`src/rtl/dht11_report_fmt.sv`:
```
// dht11_report_fmt: BCD DHT11 reading -> 16-byte ASCII frame over valid/ready, rate-limited; DHT11_FMT_CHANGE_ONLY_EN drops unchanged readings
module dht11_report_fmt #(
  parameter int CLK_FRE   = 50,
  parameter int REPORT_MS = 1000
) (
  input  logic        clk,
  input  logic        rst_n,
  input  logic [23:0] data_in,
  input  logic        data_valid,
  output logic [7:0]  tx_data,
  output logic        tx_data_valid,
  input  logic        tx_data_ready,
  output logic        busy,
  output logic [15:0] frame_cnt
);
  localparam int HOLD_CYC = REPORT_MS * CLK_FRE * 1000;
  localparam int CW = (HOLD_CYC > 1) ? $clog2(HOLD_CYC) : 1;
  typedef enum logic [1:0] {IDLE, SEND, HOLD} state_t;
  state_t state, state_n;
  logic [23:0] snap, pend, start_data;
  logic pending, start, acc, expire, last_byte;
  logic [3:0] idx;
  logic [CW-1:0] cnt;
`ifdef DHT11_FMT_CHANGE_ONLY_EN
  logic [23:0] last;
  logic last_ok;
`endif
  function automatic logic [7:0] dig(input logic [3:0] n);
    return (n > 4'd9) ? 8'h3F : 8'h30 + {4'h0, n};
  endfunction
  function automatic logic [7:0] fbyte(input logic [23:0] d, input logic [3:0] i);
    case (i)
      4'd0:    fbyte = 8'h54;
      4'd1:    fbyte = 8'h3D;
      4'd2:    fbyte = dig(d[23:20]);
      4'd3:    fbyte = dig(d[19:16]);
      4'd4:    fbyte = 8'h2E;
      4'd5:    fbyte = dig(d[15:12]);
      4'd6:    fbyte = dig(d[11:8]);
      4'd7:    fbyte = 8'h43;
      4'd8:    fbyte = 8'h20;
      4'd9:    fbyte = 8'h48;
      4'd10:   fbyte = 8'h3D;
      4'd11:   fbyte = dig(d[7:4]);
      4'd12:   fbyte = dig(d[3:0]);
      4'd13:   fbyte = 8'h25;
      4'd14:   fbyte = 8'h0D;
      default: fbyte = 8'h0A;
    endcase
  endfunction
  always_comb begin
    acc = tx_data_valid & tx_data_ready;
    last_byte = acc && idx == 4'd15;
    expire = state == HOLD && cnt == CW'(HOLD_CYC - 1);
    // fresh data at expiry beats the older pending value
    start_data = data_valid ? data_in : pend;
    start = (state == IDLE && data_valid) || (expire && (data_valid || pending));
`ifdef DHT11_FMT_CHANGE_ONLY_EN
    if (last_ok && start_data == last) start = 1'b0;
`endif
    state_n = start ? SEND : last_byte ? HOLD : (expire || state == IDLE) ? IDLE : state;
  end
  always_ff @(posedge clk or negedge rst_n)
    if (!rst_n) state <= IDLE;
    else state <= state_n;
  always_ff @(posedge clk or negedge rst_n) begin
    if (!rst_n) begin
      snap <= '0;
      pend <= '0;
      pending <= 1'b0;
      idx <= '0;
      cnt <= '0;
      tx_data <= 8'h00;
      tx_data_valid <= 1'b0;
      busy <= 1'b0;
      frame_cnt <= '0;
    end else begin
      if (data_valid && state != IDLE && !expire) begin
        pend <= data_in;
        pending <= 1'b1;
      end
      if (expire) pending <= 1'b0;
      cnt <= (state == HOLD) ? cnt + 1'b1 : '0;
      busy <= state_n != IDLE;
      if (start) begin
        snap <= start_data;
        idx <= '0;
        tx_data <= fbyte(start_data, 4'd0);
        tx_data_valid <= 1'b1;
      end else if (acc) begin
        idx <= idx + 4'd1;
        if (last_byte) begin
          tx_data_valid <= 1'b0;
          frame_cnt <= frame_cnt + 16'd1;
        end else tx_data <= fbyte(snap, idx + 4'd1);
      end
    end
  end
`ifdef DHT11_FMT_CHANGE_ONLY_EN
  always_ff @(posedge clk or negedge rst_n) begin
    if (!rst_n) begin
      last <= '0;
      last_ok <= 1'b0;
    end else if (start) begin
      last <= start_data;
      last_ok <= 1'b1;
    end
  end
`endif
endmodule

```
`config.mk`:
```
export PLATFORM = sky130hd
export DESIGN_NAME = dht11_report_fmt
export DESIGN_NICKNAME = d
export VERILOG_FILES = /design/src/rtl/dht11_report_fmt.sv
export SDC_FILE = /design/constraint.sdc
export NUM_CORES = 1
export LEC_CHECK = 0
export BUFFER_PORTS_ARGS = -buffer_cell sky130_fd_sc_hd__buf_2
export CORE_AREA = 2 2 130 132
export CTS_BUF_LIST = sky130_fd_sc_hd__clkbuf_8 sky130_fd_sc_hd__clkbuf_16
export CTS_CLUSTER_SIZE = 16
export DETAILED_ROUTE_END_ITERATION = 8
export DIE_AREA = 0 0 132 134
export PLACE_DENSITY_LB_ADDON = 0.25
export SLEW_MARGIN = 15
export SYNTH_ARGS = -nofsm -noshare
export SYNTH_HDL_FRONTEND = slang
export SYNTH_SLANG_ARGS = --single-unit
```
`constraint.sdc`:
```
create_clock -name clk -period 2.5 [get_ports clk]
set_input_delay 0.5 -clock clk [delete_from_list [all_inputs] [get_ports clk]]
set_output_delay 0.5 -clock clk [all_outputs]
set_load 0.1 [all_outputs]
```
Word level (Yosys, flattened, before mapping) --
Index checks and enable logic that the tools add are counted.
Word-level totals: register bits after elaboration 107, input port bits 28
Operators by class: add/sub/neg operators 9, magnitude comparators 6, equality and inequality tests 18, muxes and demuxes 22, bitwise gates (word level) 2, reductions and logical operators 21
Operators with widths (count):
- $pmux W7 S14 | 1
- $add A6 B4 Y7 const A | 6
- $mux W7 | 6
- $eq A4 B4 Y1 const B | 8
- $add A26 B1 Y26 const B | 1
- $eq A26 B26 Y1 const B | 1
- $mux W26 | 1
- $gt A4 B4 Y1 const B | 6
- $mux W24 | 1
- $mux W8 | 3
- $add A16 B1 Y16 const B | 1
- $eq A4 B3 Y1 const B | 4
- $reduce_bool A2 Y1 | 5
- $eq A4 B2 Y1 const B | 2
- $mux W4 | 2
- $logic_and A1 B1 Y1 | 6
- $mux W2 | 3
- $mux W1 | 5
- $add A4 B1 Y4 const B | 1
- $eq A4 B1 Y1 const B | 1
- $logic_not A4 Y1 | 1
- $reduce_and A2 Y1 | 2
- $logic_or A1 B1 Y1 | 3
- $reduce_and A3 Y1 | 1
- other kinds (7) | 7

Depth between registers and ports, before layout --
Gate-level depths: netlist (run 1).
depth after elaboration 7, mapped depth 8, gate-level depth less buffers 7

Worst setup path before layout (run 1) --
Ideal clock, no wire load.
kind register -> register, start point register tx_data_valid, end point register tx_data[1], setup time 0.130 ns, arrival 2.086 ns, required time 2.370 ns, slack 0.284 ns, stages on the path, launching flop included 6, cell sequence dfrtp_1 nand2_1 nor2_1 o221ai_1 a211oi_1 a21oi_1
On the way: word-level cells in the longest chain between the ends 4, elaborated cells on any way between the ends 5, those cells by class eq/ne (1); bitwise (1); reduce/logical (3)
Ends and longest elaborated chain:
- start, declared | RTL line 11 | output logic tx_data_valid,
- start signal, assigned | RTL line 74 | tx_data_valid <= 1'b0;
- start signal, assigned | RTL line 89 | tx_data_valid <= 1'b1;
- start signal, assigned | RTL line 93 | tx_data_valid <= 1'b0;
- $and A1 B1 Y1 * | RTL line 52 | acc = tx_data_valid & tx_data_ready;
- $logic_and A1 B1 Y1 | RTL line 53 | last_byte = acc && idx == 4'd15;
- $ne A2 B2 Y1 (no line)
- $reduce_and A2 Y1 (no line) *
- end signal, assigned | RTL line 88 | tx_data <= fbyte(start_data, 4'd0);
- end signal, assigned | RTL line 95 | end else tx_data <= fbyte(snap, idx + 4'd1);
- end, declared | RTL line 10 | output logic [7:0] tx_data,
Every way passes the cells marked *; elsewhere a longest branch is shown, timed or not. A chain may end at the register's enable or synchronous reset.

Worst setup path in the final report (run 1) --
start point register idx[1], end point register tx_data[3]
On the way: word-level cells in the longest chain between the ends 7, elaborated cells on any way between the ends 25, those cells by class add/sub (1); eq/ne (16); mux (4); reduce/logical (4)
Ends and longest elaborated chain:
- start, declared | RTL line 22 | logic [3:0] idx;
- start signal, assigned | RTL line 91 | idx <= idx + 4'd1;
- $add A4 B1 Y4 | RTL line 95
- $eq A4 B4 Y1 / $eq A4 B1 Y1 (equally long branches) | RTL line 32 | case (i)
- $reduce_or A2 Y1 (no line)
- $pmux W7 S14 | RTL line 32
- $mux W8 | RTL line 92 | if (last_byte) begin
- $mux W8 | RTL line 90 | end else if (acc) begin
- $mux W8 | RTL line 85 | if (start) begin
Parallel ways exist; a longest one is shown, timed or not. The select of a mux whose other input is x is not followed.

==> results of run 1 <==
## cells by family (layout without fill, tap and decap cells)
family | Yosys count | after routing
AOI/OAI and AO/OA | 148 | 148
and+or+nand+nor | 145 | 145
DFF | 106 | 106
muxes | 51 | 51
buffers and inverters | 43 | 98
xor gates and xnor gates | 40 | 40
adders and majority gates | 6 | 6
other | 1 | 1
## metal layers
metal / vias up / track usage / part of all wire
met5: - / 0 / 0
met4: 0 / 0.05616 / 0.017
li1: 2067 / - / -
met2: 117 / 0.2410 / 0.44
met3: 17 / 0.03099 / 0.043
met1: 2123 / 0.2359 / 0.50
## power groups by stage
| stage | Sequential, mW | Combinational, mW | Clock [mW] |
|---|---|---|---|
| 2_1_floorplan | 1.80 | 0.120 | 0 |
| 5_1_grt | 1.78 | 0.223 | 1.45 |
| 6_report | 1.77 | 0.201 | 1.34 |
| 3_3_place_gp | 1.80 | 0.201 | 0 |
| 3_5_place_dp | 1.81 | 0.207 | 0 |
| 4_1_cts | 1.77 | 0.207 | 1.39 |
## path summary, 6_finish.rpt
check | cells past startpoint | end | from | slack (ps)
max | 7 | tx_data[3] | idx[1] | 190
min in group clk | 2 | pend[21] | data_in[21] | 400
min | 1 | cnt[13] | rst_n | 180
max in group asynchronous | 2 | cnt[17] | rst_n | 1620
min reg2reg | 1 | frame_cnt[15] | frame_cnt[15] | 480
max reg2reg | 7 | tx_data[3] | idx[1] | 190
## critical path, delay by kind of cell, from the launching register on
family          cells  cell delay [ps]
compound gates      3              720
flops               1              510
fa+ha+maj           1              490
buf+inv             1              180
xor+xnor            1              170
simple gates        1               90
## stage by stage
stage               setup WS (ps)  total power, mW    util  std cells  hold WS, ps
floorplan                   283.8            1.921       -        540        204.4
global placement            283.8            2.005  0.3769        801        464.9
detailed placement          251.5            2.012  0.3769        801        463.1
CTS                         225.6            3.365  0.3934        815        192.5
global route                58.97            3.455  0.3934        815        229.8
finish                      193.4            3.316  0.3934        815        179.8
## Yosys cell counts, types with 3 or more instances
cell,n,area share
a211oi_1,6,0.0080
a21o_1,3,0.0040
a21oi_1,26,0.023
a31oi_1,6,0.0067
and2_1,3,0.0034
and3_1,7,0.0078
and4_1,6,0.0094
buf_2,10,0.0089
clkbuf_1,13,0.0087
dfrtp_1,106,0.47
ha_1,6,0.013
inv_1,13,0.0087
mux2_2,7,0.014
mux2_4,19,0.051
mux2i_1,25,0.045
nand2_1,25,0.017
nand2b_1,3,0.0034
nand3_1,22,0.020
nand3b_1,3,0.0040
nand4_1,9,0.010
nor2_1,39,0.026
nor3_1,13,0.012
nor4b_1,3,0.0047
o2111ai_1,5,0.0078
o211ai_1,3,0.0040
o21ai_0,63,0.056
o21ai_1,6,0.0054
o22ai_1,5,0.0056
or3_1,5,0.0056
xnor2_1,27,0.042
xor2_1,12,0.019
## cell type report
| type | count | area, µm² |
|---|---|---|
| Clock buffer | 10 | 239.0 |
| Timing Repair Buffer | 70 | 422.9 |
| Multi-Input combinational cell | 391 | 2736 |
| Inverter | 14 | 52.55 |
| Tap cell | 220 | 275.3 |
| Clock inverter | 4 | 30.03 |
| Fill cell | 1633 | 9881 |
| Sequential cell | 106 | 2653 |
## state kept, by name (all words and copies together), names as in the netlist
register,count
cnt,26
pend,24
snap,24
frame_cnt,16
tx_data,7
idx,4
state,2
busy,1
pending,1
tx_data_valid,1
==> results.cfg, run 1 <==
[cts]
insertion_delay_ps = 350
cts_tree = done
clk_path_buf_depth = 2
root_buffer = clkbuf_16
clk_pin_slew_ps = 70
holdBufCountCts = 0
htree_levels = 3
cts_buffers = 9
post-cts-setup-buffers = 0
cts_sinks = 106
cts_resized = 0

[global_routing]
grt_pass1_wl_um = 22930
grt_overflow_total = 0
grt_usage = 0.1619
grt_max_degree = 48
first_global_vias = 4297
antenna_found_initial = 0

[worst_setup_path]
crit_type = reg -> reg
cp_slowest_stage_delay_ps = 510
worstPathRequired_ps = 2720
cp_cell_sequence = ha_1, xnor2_1, buf_4, nand2_1, a32o_1, o211ai_1, a311oi_1
path_max_fanout = 11
endpoint_kind = register
crit_path_start_kind = register
critPathArrivalTime_ps = 2520
critPathSlowestCell = dfrtp_1

[status]
status = finished clean

[power]
swShare = 0.2314
clkPwrFrac = 0.405
netSwitchingPower_mw = 0.7671
leakagePower_nw = 2.856
vdd.ir_drop.worst_v = 0.0003026
power.internal_mw = 2.549
p_comb_frac = 0.061
power_density_nw_per_um2 = 517.4
p_seq_frac = 0.535

[timing]
period_share = 0.9226
relSlewSlack = 0.4261
rsz0062_at_grt = no
fin_crit_ps = 2307
slew_viol_final = 0
setup_viol = 0
clock.fmax_ghz = 0.4335
hold_violations = 0
worst_pin_slew_ps = 858.7
fin_skew_ps = 10.56
fin_tns_setup_ps = 0

[yosys]
synthXorXnorAreaFrac = 0.06391
syn_area_per_cell_um2 = 10.37
synthArstFlopShare = 1.000
synth_cell_types = 64
synth_top_family_by_area = compound AO/OA/AOI/OAI gates
synth_warnings = 0
syn_nets = 574
muxShareOfSynthArea = 0.1097
synth_compound_area_frac = 0.1663
ys.flop_type = dfrtp_1
syn-instance-count = 540
synthSimpleGateAreaFrac = 0.1334
synth_fa_ha_area_frac = 0.01341
synth_edf_count = 0
netlist_area_um2 = 5599
ys_ff_latch = 106
synth_seq_area_share = 0.4737

[final_layout]
syn_to_final_growth_pct = 14.46
post_route_cells_drive_above_1_share = 0.2034
antenna_cells = 0
final_nets = 626
final_cell_mix = 106 x dfrtp_1, 63 x o21ai_0, 51 x buf_2
final_area_um2 = 6409
final_common_cell = dfrtp_1

[min_path]
hp-class = in -> async

[die]
die_w_um = 132
rows = 47
dieArea_um2 = 17690
core-area_um2 = 16290
start_util = 0.3437
die_h_um = 134
ioPinCount = 54

[route]
route.detailed.wl_per_inst_um = 16.83
drt_pass1_iterations = 4
via_per_inst = 5.306
drtIter0Drc = 342
vias = 4324
drc_errors = 0
drt_wl_total_um = 13720
drtAntennaViolNets = 0

[place]
hpwl_um = 9532
place.gp.congestion = 0.9172
io_buffers = 52
post_dp_cell_area_um2 = 6140

[run]
drv_cap = 0
Power figures use the tool's default switching activity.
==> run 2: changes to the inputs <==
- CORE_AREA: 2 2 130 132 -> 2 2 101 103
- DIE_AREA: 0 0 132 134 -> 0 0 103 105
==> run 2 against run 1 <==
- clock skew up 1.1 ps
- total power down 6.8%
- non-clock buffer count down 2
- combinational power down 4%
- clock power down 16%
- final cell count down 11%
- worst setup slack better by 30 ps
- register-to-register slack better by 30 ps
- sequential power about the same
- sequential share of layout area up 1.2 points
- critical endpoint unchanged
- highest routed layer unchanged
==> results.cfg, run 2 (synthesis results as in run 1) <==
[status]
status = finished clean

[timing]
slew_viol_final = 0
fin_tns_setup_ps = 0
fin_crit_ps = 2277
hold_violations = 0
period_share = 0.9106
relSlewSlack = 0.6256
rsz0062_at_grt = no
fin_skew_ps = 11.63
worst_pin_slew_ps = 557.6
worst_slack_ps = 223.4
clock.fmax_ghz = 0.4393
setup_viol = 0
hold_ws_ps = 79.08

[final_layout]
reg.largest.list = cnt: 26 flops, pend: 24 flops, snap: 24 flops
final_area_um2 = 6226
largest_register_ffs = 26
final_nets = 624
top_register = cnt
final_common_cell = dfrtp_1
final_cell_mix = 106 x dfrtp_1, 63 x o21ai_0, 51 x buf_2
final_util = 0.6459
post_route_cells_drive_above_1_share = 0.2050
antenna_cells = 0
syn_to_final_growth_pct = 11.20

[cts]
clk_path_buf_depth = 2
clk_pin_slew_ps = 110
htree_levels = 3
insertion_delay_ps = 390
holdBufCountCts = 0
post-cts-setup-buffers = 0
cts_buffers = 9
cts_tree = done
cts_sinks = 106
cts_resized = 0
root_buffer = clkbuf_8

[global_routing]
grt_overflow_total = 0
grt_pass1_wl_um = 20350
antenna_found_initial = 0
grt_usage = 0.2380
first_global_vias = 4124
grt_max_degree = 49

[place]
place_ws_ps = 285.6
post_dp_cell_area_um2 = 6016
place.gp.congestion = 0.9203
hpwl_um = 8471
io_buffers = 52

[die]
rows = 36
die_w_um = 103
dieArea_um2 = 10820
ioPinCount = 54
start_util = 0.5809
die_h_um = 105
core-area_um2 = 9639

[route]
drt_wl_total_um = 11990
drtIter0Drc = 417
top_layer_used = met4
met1_length_um = 5724
dr_wl_met3_um = 699
wl_met2_um = 5385
vias = 4319
drt_pass1_iterations = 5
drtAntennaViolNets = 0
via_per_inst = 5.933
route.detailed.wl_per_inst_um = 16.47
drc_errors = 0

[worst_setup_path]
path_max_fanout = 8
worstPathRequired_ps = 2740
rr_worst_depth = 6
startpoint = idx[0]
crit_type = reg -> reg
endpoint_kind = register
critPathArrivalTime_ps = 2520
crit_path_start_kind = register
r2r_start = idx[0]

[power]
p_comb_frac = 0.062
clkPwrFrac = 0.364
swShare = 0.2387
leakagePower_nw = 2.813
p_seq_frac = 0.573
netSwitchingPower_mw = 0.7380
vdd.ir_drop.worst_v = 0.0002750
power_density_nw_per_um2 = 496.6
power.internal_mw = 2.354

[run]
drv_cap = 0

[min_path]
hp-class = in -> async
-- run 2: cell count changes in the layout (fill, tap and decap cells not counted), sizes merged --
cell	change
clkinv	-1
clkinvlp	+1
inv	+1
bufinv	+1
buf	-2
-- run 2: area by class of cell --
class | instances | area [µm²]
fillers | 798 | 3413
multi-input cells | 391 | 2736
flip-flops and latches | 106 | 2653
repair buffers | 68 | 407.9
well taps | 133 | 166.4
clock buffers | 10 | 137.6
clock inverters | 6 | 72.57
inverters | 14 | 52.55
-- run 2: worst paths after layout --
check                           endpoint  slack [ps]
setup reg to reg              tx_data[3]         220
setup / recovery              tx_data[3]         220
hold / removal                    cnt[1]          80
max in group asynchronous        snap[4]        1770
hold reg to reg            frame_cnt[15]         470
min in group clk                pend[12]         350
-- run 2: metrics by stage --
stage | total power [mW] | std cells
6_report | 3.092 | 728
5_1_grt | 3.219 | 728
4_1_cts | 3.119 | 728
3_5_place_dp | 2.004 | 712
3_3_place_gp | 1.997 | 712
2_1_floorplan | 1.921 | 540
-- run 2: critical path, cell delays in order (launching register included) --
cell and delay, ps:
dfrtp_1 480, ha_1 260, xnor2_1 480, nand2_1 190, a32o_1 310, o211ai_1 280
a311oi_1 140
-- run 2: power by group through the flow --
stage	Clock (mW)	Sequential (mW)	Combinational, mW
final	1.13	1.77	0.193
after global routing	1.23	1.78	0.215
after CTS	1.15	1.77	0.200
after detailed placement	0	1.81	0.198
after global placement	0	1.80	0.194
after floorplan	0	1.80	0.120
-- run 2: routing by layer --
metal | vias to the layer above | global-route usage
met5 | - | 0
met4 | 0 | 0.07613
met3 | 14 | 0.05017
met2 | 152 | 0.3381
met1 | 2097 | 0.3630
li1 | 2056 | -
